[config.mk]
export PLATFORM = sky130hd
export DESIGN_NAME = bitop_arbiter
export DESIGN_NICKNAME = d
export VERILOG_FILES = /design/src/rtl/bitop_arbiter.sv
export SDC_FILE = /design/constraint.sdc
export NUM_CORES = 1
export LEC_CHECK = 0
export ABC_CLOCK_PERIOD_IN_PS = 2100
export BUFFER_PORTS_ARGS = -buffer_cell sky130_fd_sc_hd__buf_2
export CAP_MARGIN = 20
export CORE_AREA = 2 2 55 67
export CTS_CLUSTER_DIAMETER = 80
export DETAILED_ROUTE_END_ITERATION = 8
export DIE_AREA = 0 0 57 69
export HOLD_SLACK_MARGIN = 0.03
export PLACE_DENSITY = 0.82
export SETUP_SLACK_MARGIN = 0.4
export SLEW_MARGIN = 20
export SYNTH_ARGS = -nofsm -noshare
export SYNTH_HDL_FRONTEND = slang
export SYNTH_SLANG_ARGS = --single-unit
export TNS_END_PERCENT = 5
[constraint.sdc]
create_clock -name clk -period 2.1 [get_ports clk]
set_clock_uncertainty 0.2 [all_clocks]
set_input_delay 0.105 -clock clk [delete_from_list [all_inputs] [get_ports clk]]
set_output_delay 0.105 -clock clk [all_outputs]
set_load 0.1 [all_outputs]
[src/rtl/bitop_arbiter.sv]
// Round-robin arbiter sharing one registered 4-bit bitwise logic unit
// (OR/AND/XOR/NOR) between four requesters.
module bitop_arbiter (
  input  logic        clk,
  input  logic        rst,
  input  logic [3:0]  req,
  input  logic [15:0] a_bus,
  input  logic [15:0] b_bus,
  input  logic [7:0]  op_bus,
  output logic [3:0]  grant,
  output logic        busy,
  output logic [3:0]  s,
  output logic        done,
  output logic [1:0]  done_id
);

  localparam int unsigned NREQ = 4;
  localparam int unsigned DW   = 4;
  localparam int unsigned OPW  = 2;
  localparam int unsigned IDW  = 2;

  typedef enum logic {IDLE, EXEC} state_t;

  state_t         state_q, state_d;
  logic [IDW-1:0] ptr_q, ptr_d;
  logic [DW-1:0]  opa_q, opa_d, opb_q, opb_d;
  logic [OPW-1:0] opc_q, opc_d;
  logic [IDW-1:0] id_q, id_d;
  logic [NREQ-1:0] grant_d;
  logic           busy_d, done_d;
  logic [DW-1:0]  s_d, res;
  logic [IDW-1:0] done_id_d;
  logic [IDW-1:0] win;
  logic           found;

  // Shared logic unit, fed only from the latched operands
  always_comb begin
    res = '0;
    case (opc_q)
      2'b00: res = opa_q | opb_q;
      2'b01: res = opa_q & opb_q;
      2'b10: res = opa_q ^ opb_q;
      2'b11: res = ~(opa_q | opb_q);
      default: res = '0;
    endcase
  end

  // First set request searched from ptr upward, wrapping mod 4
  always_comb begin
    win   = '0;
    found = 1'b0;
    for (int i = 0; i < NREQ; i++) begin
      if (!found && req[ptr_q + IDW'(i)]) begin
        found = 1'b1;
        win   = ptr_q + IDW'(i);
      end
    end
  end

  // Next-state and registered-output logic
  always_comb begin
    state_d   = state_q;
    ptr_d     = ptr_q;
    opa_d     = opa_q;
    opb_d     = opb_q;
    opc_d     = opc_q;
    id_d      = id_q;
    grant_d   = '0;
    busy_d    = 1'b0;
    done_d    = 1'b0;
    s_d       = s;
    done_id_d = done_id;
    case (state_q)
      IDLE: begin
        if (found) begin
          opa_d   = a_bus[{win, 2'b00} +: DW];
          opb_d   = b_bus[{win, 2'b00} +: DW];
          opc_d   = op_bus[{win, 1'b0} +: OPW];
          id_d    = win;
          grant_d = NREQ'(1) << win;
          busy_d  = 1'b1;
          ptr_d   = win + IDW'(1);
          state_d = EXEC;
        end
      end
      EXEC: begin
        s_d       = res;
        done_d    = 1'b1;
        done_id_d = id_q;
        state_d   = IDLE;
      end
      default: state_d = IDLE;
    endcase
  end

  always_ff @(posedge clk) begin
    if (rst) begin
      state_q <= IDLE;
      ptr_q   <= '0;
      opa_q   <= '0;
      opb_q   <= '0;
      opc_q   <= '0;
      id_q    <= '0;
      grant   <= '0;
      busy    <= 1'b0;
      s       <= '0;
      done    <= 1'b0;
      done_id <= '0;
    end else begin
      state_q <= state_d;
      ptr_q   <= ptr_d;
      opa_q   <= opa_d;
      opb_q   <= opb_d;
      opc_q   <= opc_d;
      id_q    <= id_d;
      grant   <= grant_d;
      busy    <= busy_d;
      s       <= s_d;
      done    <= done_d;
      done_id <= done_id_d;
    end
  end

endmodule

==> results_dict.tcl <==
set metrics [dict create \
    status "complete, no violations" \
    max_freq_ghz 0.5553 \
    power.share.sequential 0.371 \
    syn_area_per_cell_um2 9.936 \
    crit_buf_inv 1 \
    critPathKind "register to register" \
    cts_buffer_depth 2 \
    crit_required_ns 2.06 \
    hold_path.class "input port to register" \
    p_sw_frac 0.3760 \
    cp_top_family "multiplexers" \
    p_int_uw 1039 \
    drv_slew 0 \
    grt_pass1_wl_um 6444 \
    antenna_found_initial 0 \
    critPathMaxStageDelay_ns 0.39 \
    final-hold-violation-count 0 \
    ant_nets 0 \
    fin_crit_ns 1.801 \
    synth_edf_count 0 \
    synth_common_cells "mux2i_1 (32), dfxtp_1 (26), nor2_1 (17)" \
    yosysMostFrequentCell "mux2i_1" \
    tightest_slew_ns 0.4926 \
    clkLatencyLatePin_ns 0.28 \
    grt_pass1_vias 1484 \
    n_antenna_cell 0 \
    drive_above_1_share 0.3611 \
    tns_ns 0 \
    io_pins 58 \
    switchingPower_uw 626.0 \
    yosysTopAreaCell "dfxtp_1" \
    hpwl_um 2389 \
    post_drt_wl_per_cell_um 14.46 \
    cp-start-kind "register" \
    final_area_um2 2380 \
    dr.pass1.iters 4 \
    synth_warnings 0 \
    syn_nets 208 \
    setup_violations 0 \
    ys_ff_latch 26 \
    nNetsFinal 307 \
    drtIter0Drc 23 \
    synthesis.area_um2 1530 \
    start_util 0.4664 \
    post_dp_cell_area_um2 1842 \
    drt_wl_total_um 4179 \
    rsz0062_at_grt "yes" \
    pwr_density_cell_nw_per_um2 699.5 \
    clock_tree.htree_level_count 1 \
    end_kind "register" \
    cts_tree "built" \
    netlist_instances 154 \
    fin_crit_sh 0.8575 \
    drt-vias-per-instance 4.997 \
    crit_path_top_delay_cell "dfxtp_4" \
    gp_congestion 0.7684 \
    cp_cell_sequence "mux2i_4 -> o22ai_4 -> nor2_4 -> buf_12 -> mux2i_2 -> o221ai_1" \
    die_area_um2 3933 \
    core_um2 3281 \
    io_buffers 57 \
    yosys-top-cells-area "dfxtp_1 (34%), mux2i_1 (21%), o221ai_2 (8.8%), ha_1 (6.5%), nor2_1 (4.2%)" \
    pwr-share-comb 0.434 \
    gr-total-overflow 0 \
    grt_max_degree 21 \
    yosysSeqAreaShare 0.3401 \
    peakVddDrop_uv 482.2 \
    synth_top_area_frac 0.3401 \
    clkTransAtPathRegs_ns 0.09 \
    max_cap_violations 0 \
    arrival_ns 1.76 \
    die_h_um 69 \
    synthToLayoutAreaGrowth_pct 55.52 \
    die_w_um 57 \
    root_buffer "clkbuf_8" \
    p_leak_uw 0.001074 \
    async_flop_share 0 \
    drc 0 \
    slew_headroom 0.6738 \
    cts_buffers 3 \
    grt_util_all_layers 0.2070 \
    crit_fanout 10 \
    vias 1444 \
    post-route-util 0.7254 \
    rows 23 \
    synthFlopType "dfxtp_1" \
    numClockSinks 26 \
    pwr-share-clk 0.194 \
    synth_cell_types 29 \
]
path summary, 6_finish.rpt:
check / from / to / slack (ns) / cells past startpoint
max: ptr_q[1] / opa_q[2] / 0.30 / 6
max reg2reg: ptr_q[1] / opa_q[2] / 0.30 / 6
min reg2reg: s[2] / s[2] / 0.30 / 2
min: req[1] / grant[0] / 0.06 / 4
area by class of cell:
class / count / area [µm²]
Multi-Input combinational cell: 108 / 949.7
Fill cell: 233 / 900.9
Timing Repair Buffer: 102 / 755.7
Sequential cell: 26 / 528.0
Clock buffer: 4 / 55.05
Tap cell: 37 / 46.29
Inverter: 12 / 45.04
cell families (layout without fill, tap and decap cells):
group,count (synthesis),after routing,synth area share
AND/OR/NAND/NOR,38,38,0.1251
multiplexers,33,33,0.2167
AO/OA/AOI/OAI,28,28,0.1791
flip-flops,26,26,0.3401
buffers and inverters,20,118,0.06787
adder cells (fa/ha/maj),8,8,0.06542
XOR/XNOR,1,1,0.005725
worst min-delay path, delay by kind of cell:
| kind | cells | cell delay [ns] |
|---|---|---|
| buf+inv | 2 | 0.22 |
| simple gates | 1 | 0.10 |
| compound gates | 1 | 0.08 |
timing repair:
action                                 in CTS  in global routing
setup buffers                               0                  0
hold buffers                               41                  0
setup endpoints to repair                  10                 12
endpoints found under the hold margin      21                  0
gates resized for setup                     3                  8
pin swaps                                   0                  2
gates cloned                                0                  1
cells in the final DEF, fill, tap and decap left out, drive strengths merged, types with 7 or more instances in the layout:
| master | instances |
|---|---|
| a21oi | 7 |
| nand2 | 13 |
| buf | 60 |
| dfxtp | 26 |
| nor2 | 20 |
| inv | 12 |
| dlygate4sd3 | 41 |
| mux2i | 32 |
| o221ai | 10 |
| ha | 8 |
flip-flops by register name, indices dropped and copies added (netlist names):
signal   cells
ptr_q        2
busy         1
grant        4
opa_q        4
done_id      2
done         1
opb_q        4
id_q         2
opc_q        2
s            4
power groups by stage:
stage                     Combinational (µW)  Sequential (µW)  Clock (µW)
after floorplan                          355              746           0
after global placement                   591              622           0
after detailed placement                 611              623           0
after CTS                                678              613         324
after global routing                     778              626         340
final                                    723              618         324
routing by layer:
| layer | vias to the layer above | GRT usage | share of wire | routed length [µm] |
|---|---|---|---|---|
| met5 | - | 0 | 0 | 0 |
| met3 | 5 | 0.03002 | 0.035 | 146 |
| li1 | 742 | - | - | - |
| met1 | 660 | 0.1988 | 0.40 | 1675 |
| met4 | 0 | 0.05685 | 0.0091 | 38 |
| met2 | 37 | 0.4291 | 0.55 | 2319 |
metrics by stage:
| step | worst slack [ns] | total power (µW) | hold slack (ns) | cells |
|---|---|---|---|---|
| finish | 0.2993 | 1665 | 0.06009 | 289 |
| CTS | 0.2815 | 1615 | 0.06401 | 288 |
| detailed placement | 0.2382 | 1234 | 0.2089 | 243 |
| global route | 0.2386 | 1744 | 0.1005 | 289 |
| global placement | 0.3188 | 1212 | 0.2017 | 243 |
| floorplan | 0.4145 | 1102 | -0.02339 | 154 |
Note: power is estimated with default switching activity, not from simulation.
